**src/rtl/mem_pkg.sv**
```systemverilog
// Shared definitions for the RV32I load/store engine.
// Holds the load/store opcode constants, the funct3 size encodings, the
// controller state type, and the access legality check used at issue time.
package mem_pkg;

  localparam logic [6:0] OPC_LOAD  = 7'b0000011;
  localparam logic [6:0] OPC_STORE = 7'b0100011;

  localparam logic [2:0] F3_B  = 3'b000;
  localparam logic [2:0] F3_H  = 3'b001;
  localparam logic [2:0] F3_W  = 3'b010;
  localparam logic [2:0] F3_BU = 3'b100;
  localparam logic [2:0] F3_HU = 3'b101;

  typedef enum logic [1:0] {IDLE, REQ, WAIT, DONE} mem_state_t;

  // True when funct3 is defined for this access type and the byte offset
  // is naturally aligned for the access size.
  function automatic logic access_ok(input logic       is_load,
                                     input logic [2:0] f3,
                                     input logic [1:0] offset);
    logic ok;
    ok = 1'b0;
    case (f3)
      F3_B:    ok = 1'b1;
      F3_H:    ok = ~offset[0];
      F3_W:    ok = (offset == 2'b00);
      F3_BU:   ok = is_load;
      F3_HU:   ok = is_load & ~offset[0];
      default: ok = 1'b0;
    endcase
    return ok;
  endfunction

endpackage

```
**src/rtl/byte_lane_align.sv**
```systemverilog
// Byte-lane steering between a 32-bit word bus and RV32I sub-word accesses.
// Ports:
//   funct3     - access size/sign encoding
//   offset     - byte offset within the word (addr[1:0])
//   store_data - rs2 value to be written
//   rdata      - word returned by the bus
//   sel        - byte enables for the access
//   wdata      - store data replicated across all lanes of its size
//   load_data  - selected lane, sign- or zero-extended to 32 bits
module byte_lane_align
  import mem_pkg::*;
(
  input  logic [2:0]  funct3,
  input  logic [1:0]  offset,
  input  logic [31:0] store_data,
  input  logic [31:0] rdata,
  output logic [3:0]  sel,
  output logic [31:0] wdata,
  output logic [31:0] load_data
);

  logic [31:0] shifted;

  always_comb begin
    sel       = '0;
    wdata     = '0;
    shifted   = rdata >> {offset, 3'b000};
    load_data = shifted;

    // funct3[1:0] carries the size for both signed and unsigned forms
    case (funct3[1:0])
      2'b00: begin
        sel   = 4'b0001 << offset;
        wdata = {4{store_data[7:0]}};
      end
      2'b01: begin
        sel   = 4'b0011 << offset;
        wdata = {2{store_data[15:0]}};
      end
      default: begin
        sel   = 4'b1111;
        wdata = store_data;
      end
    endcase

    case (funct3)
      F3_B:    load_data = {{24{shifted[7]}}, shifted[7:0]};
      F3_H:    load_data = {{16{shifted[15]}}, shifted[15:0]};
      F3_BU:   load_data = {24'h0, shifted[7:0]};
      F3_HU:   load_data = {16'h0, shifted[15:0]};
      default: load_data = shifted;
    endcase
  end

endmodule

```
**src/rtl/data_mem_handler.sv**
```systemverilog
// Load/store engine between the RV32I execute stage and the data bus.
// Runs one bus transaction per memory instruction and returns aligned,
// extended load data with a one-cycle register-file write strobe.
// Ports:
//   clk, rst                 - clock, synchronous active-high reset
//   valid, opcode, funct3    - instruction from execute stage
//   read_address             - load effective address
//   write_address            - store effective address
//   store_data, rd           - rs2 value, load destination register
//   bus_addr/wdata/sel       - word address, lane data, byte enables
//   bus_read/bus_write       - one-cycle request strobes
//   bus_rdata, bus_busy      - slave response
//   freeze                   - stall fetch while a transaction is pending
//   load_data/rd/we          - register-file writeback
//   access_fault             - pulse: misaligned or illegal funct3
//   bus_timeout              - pulse: slave busy for WAIT_LIMIT cycles
module data_mem_handler
  import mem_pkg::*;
#(
  parameter int unsigned WAIT_LIMIT = 255
) (
  input  logic        clk,
  input  logic        rst,
  input  logic        valid,
  input  logic [6:0]  opcode,
  input  logic [2:0]  funct3,
  input  logic [31:0] read_address,
  input  logic [31:0] write_address,
  input  logic [31:0] store_data,
  input  logic [4:0]  rd,
  output logic [31:0] bus_addr,
  output logic [31:0] bus_wdata,
  output logic [3:0]  bus_sel,
  output logic        bus_read,
  output logic        bus_write,
  input  logic [31:0] bus_rdata,
  input  logic        bus_busy,
  output logic        freeze,
  output logic [31:0] load_data,
  output logic [4:0]  load_rd,
  output logic        load_we,
  output logic        access_fault,
  output logic        bus_timeout
);

  localparam logic [7:0] LIMIT_M1 = 8'(WAIT_LIMIT - 1);

  mem_state_t  state, state_next;
  logic        is_load_q;
  logic [2:0]  f3_q;
  logic [1:0]  off_q;
  logic [7:0]  wait_cnt;

  logic        in_load;
  logic        mem_op;
  logic [31:0] in_addr;
  logic        legal;
  logic        accept;
  logic        timeout_hit;

  logic [2:0]  f3_a;
  logic [1:0]  off_a;
  logic [3:0]  sel_a;
  logic [31:0] wdata_a;
  logic [31:0] load_a;

  assign in_load = (opcode == OPC_LOAD);
  assign mem_op  = valid && (in_load || opcode == OPC_STORE);
  assign in_addr = in_load ? read_address : write_address;
  assign legal   = access_ok(in_load, funct3, in_addr[1:0]);
  assign accept  = (state == IDLE) && mem_op && legal;

  // One aligner serves both directions: in IDLE it shapes the incoming
  // store, afterwards it extracts from the bus word using latched fields.
  assign f3_a  = (state == IDLE) ? funct3 : f3_q;
  assign off_a = (state == IDLE) ? in_addr[1:0] : off_q;

  byte_lane_align u_align (
    .funct3     (f3_a),
    .offset     (off_a),
    .store_data (store_data),
    .rdata      (bus_rdata),
    .sel        (sel_a),
    .wdata      (wdata_a),
    .load_data  (load_a)
  );

  always_comb begin
    state_next  = state;
    timeout_hit = 1'b0;
    case (state)
      IDLE: if (accept) state_next = REQ;
      REQ:  state_next = WAIT;
      WAIT: begin
        // completion is checked first so it wins on the limit cycle
        if (!bus_busy) begin
          state_next = DONE;
        end else if (wait_cnt == LIMIT_M1) begin
          timeout_hit = 1'b1;
          state_next  = IDLE;
        end
      end
      DONE:    state_next = IDLE;
      default: state_next = IDLE;
    endcase

    freeze    = (state == REQ) || (state == WAIT) || accept;
    bus_read  = (state == REQ) && is_load_q;
    bus_write = (state == REQ) && !is_load_q;
    load_we   = (state == DONE) && is_load_q;
  end

  always_ff @(posedge clk) begin
    if (rst) begin
      state        <= IDLE;
      wait_cnt     <= '0;
      is_load_q    <= 1'b0;
      f3_q         <= '0;
      off_q        <= '0;
      bus_addr     <= '0;
      bus_wdata    <= '0;
      bus_sel      <= '0;
      load_data    <= '0;
      load_rd      <= '0;
      access_fault <= 1'b0;
      bus_timeout  <= 1'b0;
    end else begin
      state        <= state_next;
      access_fault <= (state == IDLE) && mem_op && !legal;
      bus_timeout  <= timeout_hit;

      if (state == WAIT && bus_busy && !timeout_hit)
        wait_cnt <= wait_cnt + 8'd1;
      else
        wait_cnt <= '0;

      if (accept) begin
        is_load_q <= in_load;
        f3_q      <= funct3;
        off_q     <= in_addr[1:0];
        bus_addr  <= {in_addr[31:2], 2'b00};
        bus_sel   <= sel_a;
        bus_wdata <= in_load ? '0 : wdata_a;
        if (in_load) load_rd <= rd;
      end

      if (state == WAIT && !bus_busy && is_load_q)
        load_data <= load_a;
    end
  end

endmodule

```
**config.mk**
```make
export PLATFORM = sky130hd
export DESIGN_NAME = data_mem_handler
export DESIGN_NICKNAME = d
export VERILOG_FILES = /design/src/rtl/mem_pkg.sv /design/src/rtl/byte_lane_align.sv /design/src/rtl/data_mem_handler.sv
export SDC_FILE = /design/constraint.sdc
export NUM_CORES = 1
export LEC_CHECK = 0
export BUFFER_PORTS_ARGS = -buffer_cell sky130_fd_sc_hd__buf_2
export CORE_ASPECT_RATIO = 1.1
export CORE_MARGIN = 4
export CORE_UTILIZATION = 48
export CTS_BUF_LIST = sky130_fd_sc_hd__clkbuf_4 sky130_fd_sc_hd__clkbuf_8 sky130_fd_sc_hd__clkbuf_16
export DETAILED_ROUTE_END_ITERATION = 16
export PLACE_DENSITY = 0.9
export SETUP_SLACK_MARGIN = 0.05
export SLEW_MARGIN = 20
export SYNTH_ARGS = -nofsm -noshare
export SYNTH_HDL_FRONTEND = slang
export SYNTH_SLANG_ARGS = --single-unit
```
**constraint.sdc**
```tcl
create_clock -name clk -period 2.8 [get_ports clk]
set_clock_uncertainty 0.1 [all_clocks]
set_input_delay 0.42 -clock clk [delete_from_list [all_inputs] [get_ports clk]]
set_output_delay 0.42 -clock clk [all_outputs]
set_load 0.05 [all_outputs]
```
# ---- Word-level counts from Yosys, hierarchy flattened
# Index checks and enable logic that the tools add are counted.
# Widths: inputs -> output; s select.
dict set report op_classes {
  add_sub_neg 1
  eq_ne 16
  shift 3
  muxes 15
  bitwise 3
  n_reduce_logical 26
}
# op count
set ops {}
lappend ops {{$pmux 32 s4} 1}
lappend ops {{$mux 32} 2}
lappend ops {{$pmux 32 s2} 1}
lappend ops {{$shr 32x5->32} 1}
lappend ops {{$eq 3x3->1 const B} 4}
lappend ops {{$logic_and 1x1->1} 11}
lappend ops {{$add 8x1->8 const B} 1}
lappend ops {{$eq 8x8->1 const B} 1}
lappend ops {{$mux 2} 4}
lappend ops {{$pmux 2 s4} 1}
lappend ops {{$pmux 4 s2} 1}
lappend ops {{$eq 7x2->1 const B} 1}
lappend ops {{$eq 7x6->1 const B} 1}
lappend ops {{$eq 3x1->1 const B} 2}
lappend ops {{$logic_not 2->1} 3}
lappend ops {{$logic_not 3->1} 2}
lappend ops {{$pmux 1 s5} 1}
lappend ops {{$eq 2x1->1 const B} 2}
lappend ops {{$eq 2x2->1 const B} 2}
lappend ops {{$logic_not 1->1} 4}
lappend ops {{$reduce_and 2->1} 2}
lappend ops {{$shl 1x2->4 const A} 1}
lappend ops {{$shl 2x2->4 const A} 1}
lappend ops {{$eq 3x2->1 const B} 1}
lappend ops {{other kinds (8)} 13}
dict set report word_totals {
  register_bits 121
  in_bits 147
  output_inout_bits 111
  elab_cells 76
}

# ---- Logic depth before layout (Yosys ltp)
dict set report logic_depth {
  ltp_word 8
  mapped_depth 11
  depth_no_buf 8
}

# ---- Modules after synthesis
# A second synthesis with hierarchy kept.
dict set report hier_totals {
  hier_cells 802
  hier_area_um2 6150.9
}
# module instances cells_each area_each_um2
set by_module_without_submodules {}
lappend by_module_without_submodules {data_mem_handler 1 611 4878.4}
lappend by_module_without_submodules {byte_lane_align 1 191 1272.5}

# ---- Worst setup path after synthesis
# OpenSTA, ideal clock, no wires.
dict set report synth_path {
  path_type {input port to output port}
  start {input opcode[5]}
  end {output freeze}
  arrival_time_ns 2.022
  slack_ns 0.258
  stages 6
  n_path_buf 2
  path_cell_list {or3_4 or4_4 o211ai_2 buf_4 buf_6 nand2b_1}
}
dict set report synth_between {
  elab_chain_len 7
  word_cells_on_any_way 12
  cone_classes {eq/ne: 2; mux: 2; bitwise: 2; reduce/logical: 6}
}
# element line_no
set synth_rtl {}
lappend synth_rtl {{from (decl)} data_mem_handler.sv:25} ;# input logic [6:0] opcode,
lappend synth_rtl {{$eq 7x2->1} data_mem_handler.sv:67} ;# assign in_load = (opcode == OPC_LOAD);
lappend synth_rtl {{$mux 32} data_mem_handler.sv:69} ;# assign in_addr = in_load ? read_address : write_address;
lappend synth_rtl {{$not 1->1} {mem_pkg.sv:26, mem_pkg.sv:29}}
lappend synth_rtl {{$and 1x1->1} mem_pkg.sv:29} ;# F3_HU: ok = is_load & ~offset[0];
lappend synth_rtl {{$pmux 1 s5} mem_pkg.sv:24} ;# case (f3)
lappend synth_rtl {{$logic_and 1x1->1 (*)} data_mem_handler.sv:71} ;# assign accept = (state == IDLE) && mem_op && legal;
lappend synth_rtl {{$logic_or 1x1->1 (*)} data_mem_handler.sv:107} ;# freeze = (state == REQ) || (state == WAIT) || accept;
lappend synth_rtl {{to (decl)} data_mem_handler.sv:38} ;# output logic freeze,
# Mark *: on every way between the ends. The rest lies on a longest branch, timed or not.

# ---- Final worst setup path
dict set report layout_path {
  start {register state[1]}
  end {register load_data[18]}
}
dict set report layout_between {
  elab_chain_len 4
  word_cells_on_any_way 12
  cone_classes {eq/ne: 4; shift: 1; mux: 3; reduce/logical: 4}
}
# element line_no
set layout_rtl {}
lappend layout_rtl {{from (decl)} data_mem_handler.sv:48} ;# mem_state_t state, state_next;
lappend layout_rtl {{from (signal assigned)} data_mem_handler.sv:128} ;# state <= state_next;
lappend layout_rtl {{$logic_not 2->1} {data_mem_handler.sv:75, data_mem_handler.sv:76}}
lappend layout_rtl {{$mux 2 / $mux 3 (equally long branches)} {data_mem_handler.sv:76, data_mem_handler.sv:75}}
lappend layout_rtl {{$shr 32x5->32, or another cell as far along} byte_lane_align.sv:27} ;# shifted = rdata >> {offset, 3'b000};
lappend layout_rtl {{$pmux 32 s4} byte_lane_align.sv:46} ;# case (funct3)
lappend layout_rtl {{to (signal assigned)} data_mem_handler.sv:148} ;# load_data <= load_a;
lappend layout_rtl {{to (decl)} data_mem_handler.sv:39} ;# output logic [31:0] load_data,
# Parallel ways exist; a longest one is shown, timed or not.
# A chain may end at the register's enable or synchronous reset.

==> impl_metrics.yaml <==
clock_tree:
  htree_levels: 4
  cts_buffers: 17
  cts_sinks: 121
  clk_pin_slew_ps: 50
  hold_buffers: 0
  insertion_delay_ps: 410
  cts_tree: "yes"
  root_buffer: "clkbuf_16"
  cts_buffer_depth: 2
logic_synthesis:
  synth_ff_type: "dfxtp_1"
  yosys_warnings: 0
  synth_seq_area_share_pct: 39.2
  synth-edff-count: 0
  synthesis.area_mm2: 0.00618
  ys_types: 62
  synthArstFlopShare_pct: 0
  synthCells: 727
  ys_ff_latch: 121
  syn-mean-instance-area_um2: 8.50
setup_path:
  startpoint: "state[1]"
  r2r-start: "state[1]"
  critPathBufInv: 2
  crit_type: "reg -> reg"
  critPathTopFamily: "multiplexers"
  reg2reg_depth: 9
  cp_slowest_cell: "dfxtp_1"
  cp.depth: 9
  regToRegSetupSlack_ps: 260
  critPathMaxStageDelay_ps: 410
  start_kind: "flop"
  cp-end-kind: "flop"
  r2r-end: "load_data[18]"
  crit_chain: "inv_1 -> ha_1 -> mux2i_1 -> and4_1 -> nor2_2 -> mux2_2 -> o211ai_2 -> buf_12 -> a311oi_1"
  crit_path_max_fanout: 24
  critPathCapture: "load_data[18]"
  worst_ep_required_time_ps: 2950
  cp_data_arrival_time_ps: 2690
placement:
  place.detailed.hpwl_um: 14300
  place.gp.congestion: 0.894
  dp_slack_ps: 65.4
  dpl-instance-area_mm2: 0.00754
  dp_cells: 1096
  port_buffers: 255
drt:
  wl_per_cell_um: 17.2
  drtIter0Drc: 508
  vias: 6382
  wl_um: 19400
  drt.antenna.violating_nets: 0
  top_layer: "met5"
  wl_met2_um: 9780
  met1_length_um: 7270
  drc: 0
  drt_pass1_iterations: 5
  wl_met3_um: 1470
  avgViaCountPerCell: 5.66
global_route:
  grt-ovfl-total: 0
  grt.total_usage_pct: 26.1
  grt_pass1_wl_um: 30800
  antenna_found_initial: 1
  grt_pass1_vias: 6336
  grt_max_degree: 66
finish:
  final_nets: 1111
  design_area_mm2: 0.00819
  syn_to_final_growth_pct: 32.5
  layout_commonest_cell: "buf_2"
  final_cell_mix: "254 x buf_2, 122 x nor2_1, 121 x dfxtp_1"
  finalNonFillerCells: 1127
  antenna_cells: 0
  drive_gt1_share_pct: 38.9
die:
  core_area_mm2: 0.0126
  die_h_um: 127
  initial_core_util_pct: 49.1
  io_pins: 258
  design.die.area_mm2: 0.0147
  fp.dieW_um: 116
  rows: 43
timing:
  setup_ws_ps: 258
  grt_setup_unrepaired: "no"
  relSlewSlack_pct: 38.1
  period_needed_ps: 2540
  clock.fmax_mhz: 393
  timing.final.crit_share_pct: 90.8
  whs_ps: 150
  final-setup-viol-count: 0
  report.final.slew_viol_count: 0
  tns_ps: 0
  tightest_slew_ps: 917
  final_hold_viol_count: 0
power:
  power_density_mw_per_mm2: 566
  vdd_drop_max_mv: 0.446
  p_leak_nw: 3.68
outcome:
  status: "complete, no violations"
run:
  drv_cap: 0
hold_path:
  min_path_type: "in -> reg"
-- cell families (layout without fill, tap and decap cells) --
kind of cell,count (synthesis),count (layout),share of synthesized area (%)
AO/OA/AOI/OAI,154,154,22.2
XOR/XNOR,6,6,0.851
adder cells (fa/ha/maj),6,6,1.22
buffers and inverters,68,310,5.92
flip-flops,121,121,39.2
multiplexers,40,40,6.87
other,1,2,0.0607
AND/OR/NAND/NOR,331,331,23.7
-- tightest hold or removal path: cells and delay by family --
family,cells,cell delay (ps)
buffers and inverters,1,80
AND/OR/NAND/NOR,1,70
multiplexers,1,50
-- report_power, final --
part | total [mW] | leakage, nW | switching, mW | internal, mW
registers | 1.73 | 0.974 | 0.00352 | 1.73
logic | 0.597 | 2.39 | 0.353 | 0.244
clock network | 2.31 | 0.316 | 0.742 | 1.57
total | 4.63 | 3.68 | 1.10 | 3.54
-- cell usage after synthesis (all sizes together), types with 2 or more instances --
cell type | n | share of area, %
and4 | 2 | 0.28
dfxtp | 121 | 39
xor2 | 4 | 0.57
nand2 | 121 | 7.5
nand3b | 8 | 0.97
a31oi | 2 | 0.45
a21boi | 2 | 0.24
and3 | 14 | 1.4
nand3 | 15 | 1.3
nor3 | 33 | 2.8
o32ai | 7 | 1.5
o41ai | 8 | 1.1
mux2i | 24 | 4.0
clkbuf | 30 | 1.8
mux2 | 16 | 2.9
ha | 6 | 1.2
inv | 6 | 0.36
o22ai | 8 | 0.81
xnor2 | 2 | 0.28
a311oi | 48 | 10
o21ai | 14 | 1.3
a211oi | 5 | 0.69
o211ai | 2 | 0.41
and2 | 2 | 0.20
a21oi | 42 | 3.5
nor2 | 124 | 7.5
buf | 32 | 3.7
a211o | 2 | 0.28
a22oi | 7 | 0.85
nor4 | 2 | 0.20
-- cell type report --
type	count	area (um^2)
tap	157	196
clock inverter	9	145
inverter	6	22.5
clock buffer	22	482
timing repair buffer	273	1490
multi-input combinational	539	3430
sequential	121	2420
fill	1047	4400
-- registers in the layout, indices dropped and copies added (netlist names) --
signal / flops
wait_cnt: 8
is_load_q: 1
f3_q: 3
bus_wdata: 32
bus_addr: 30
bus_sel: 4
bus_timeout: 1
load_rd: 5
off_q: 2
access_fault: 1
load_data: 32
state: 2
-- repair_timing --
action,in CTS,in global routing
buffers inserted,0,0
resized for setup,0,4
endpoints found under the setup margin,0,13
-- stage by stage --
| step | util, % | total power [mW] |
|---|---|---|
| finish | 65.0 | 4.63 |
| floorplan | - | 2.13 |
| global placement | 59.9 | 2.34 |
| global route | 65.0 | 4.80 |
| CTS | 64.9 | 4.65 |
| detailed placement | 59.9 | 2.35 |
-- worst min-delay path by stage --
stage	endpoint	slack [ps]	cells past startpoint	from
CTS	load_rd[1]	140	3	rd[1]
floorplan	f3_q[2]	330	2	f3_q[2]
detailed placement	bus_wdata[6]	350	2	bus_wdata[6]
global placement	bus_wdata[3]	340	2	bus_wdata[3]
global route	load_rd[1]	150	3	rd[1]
finish	load_rd[3]	150	3	rd[3]
-- routing by layer --
| layer | vias to the layer above | GRT usage [%] |
|---|---|---|
| li1 | 3056 | - |
| met1 | 2970 | 29.5 |
| met2 | 291 | 44.8 |
| met3 | 63 | 6.30 |
| met4 | 2 | 13.8 |
| met5 | - | 0 |
(Power assumes the default switching activity.)
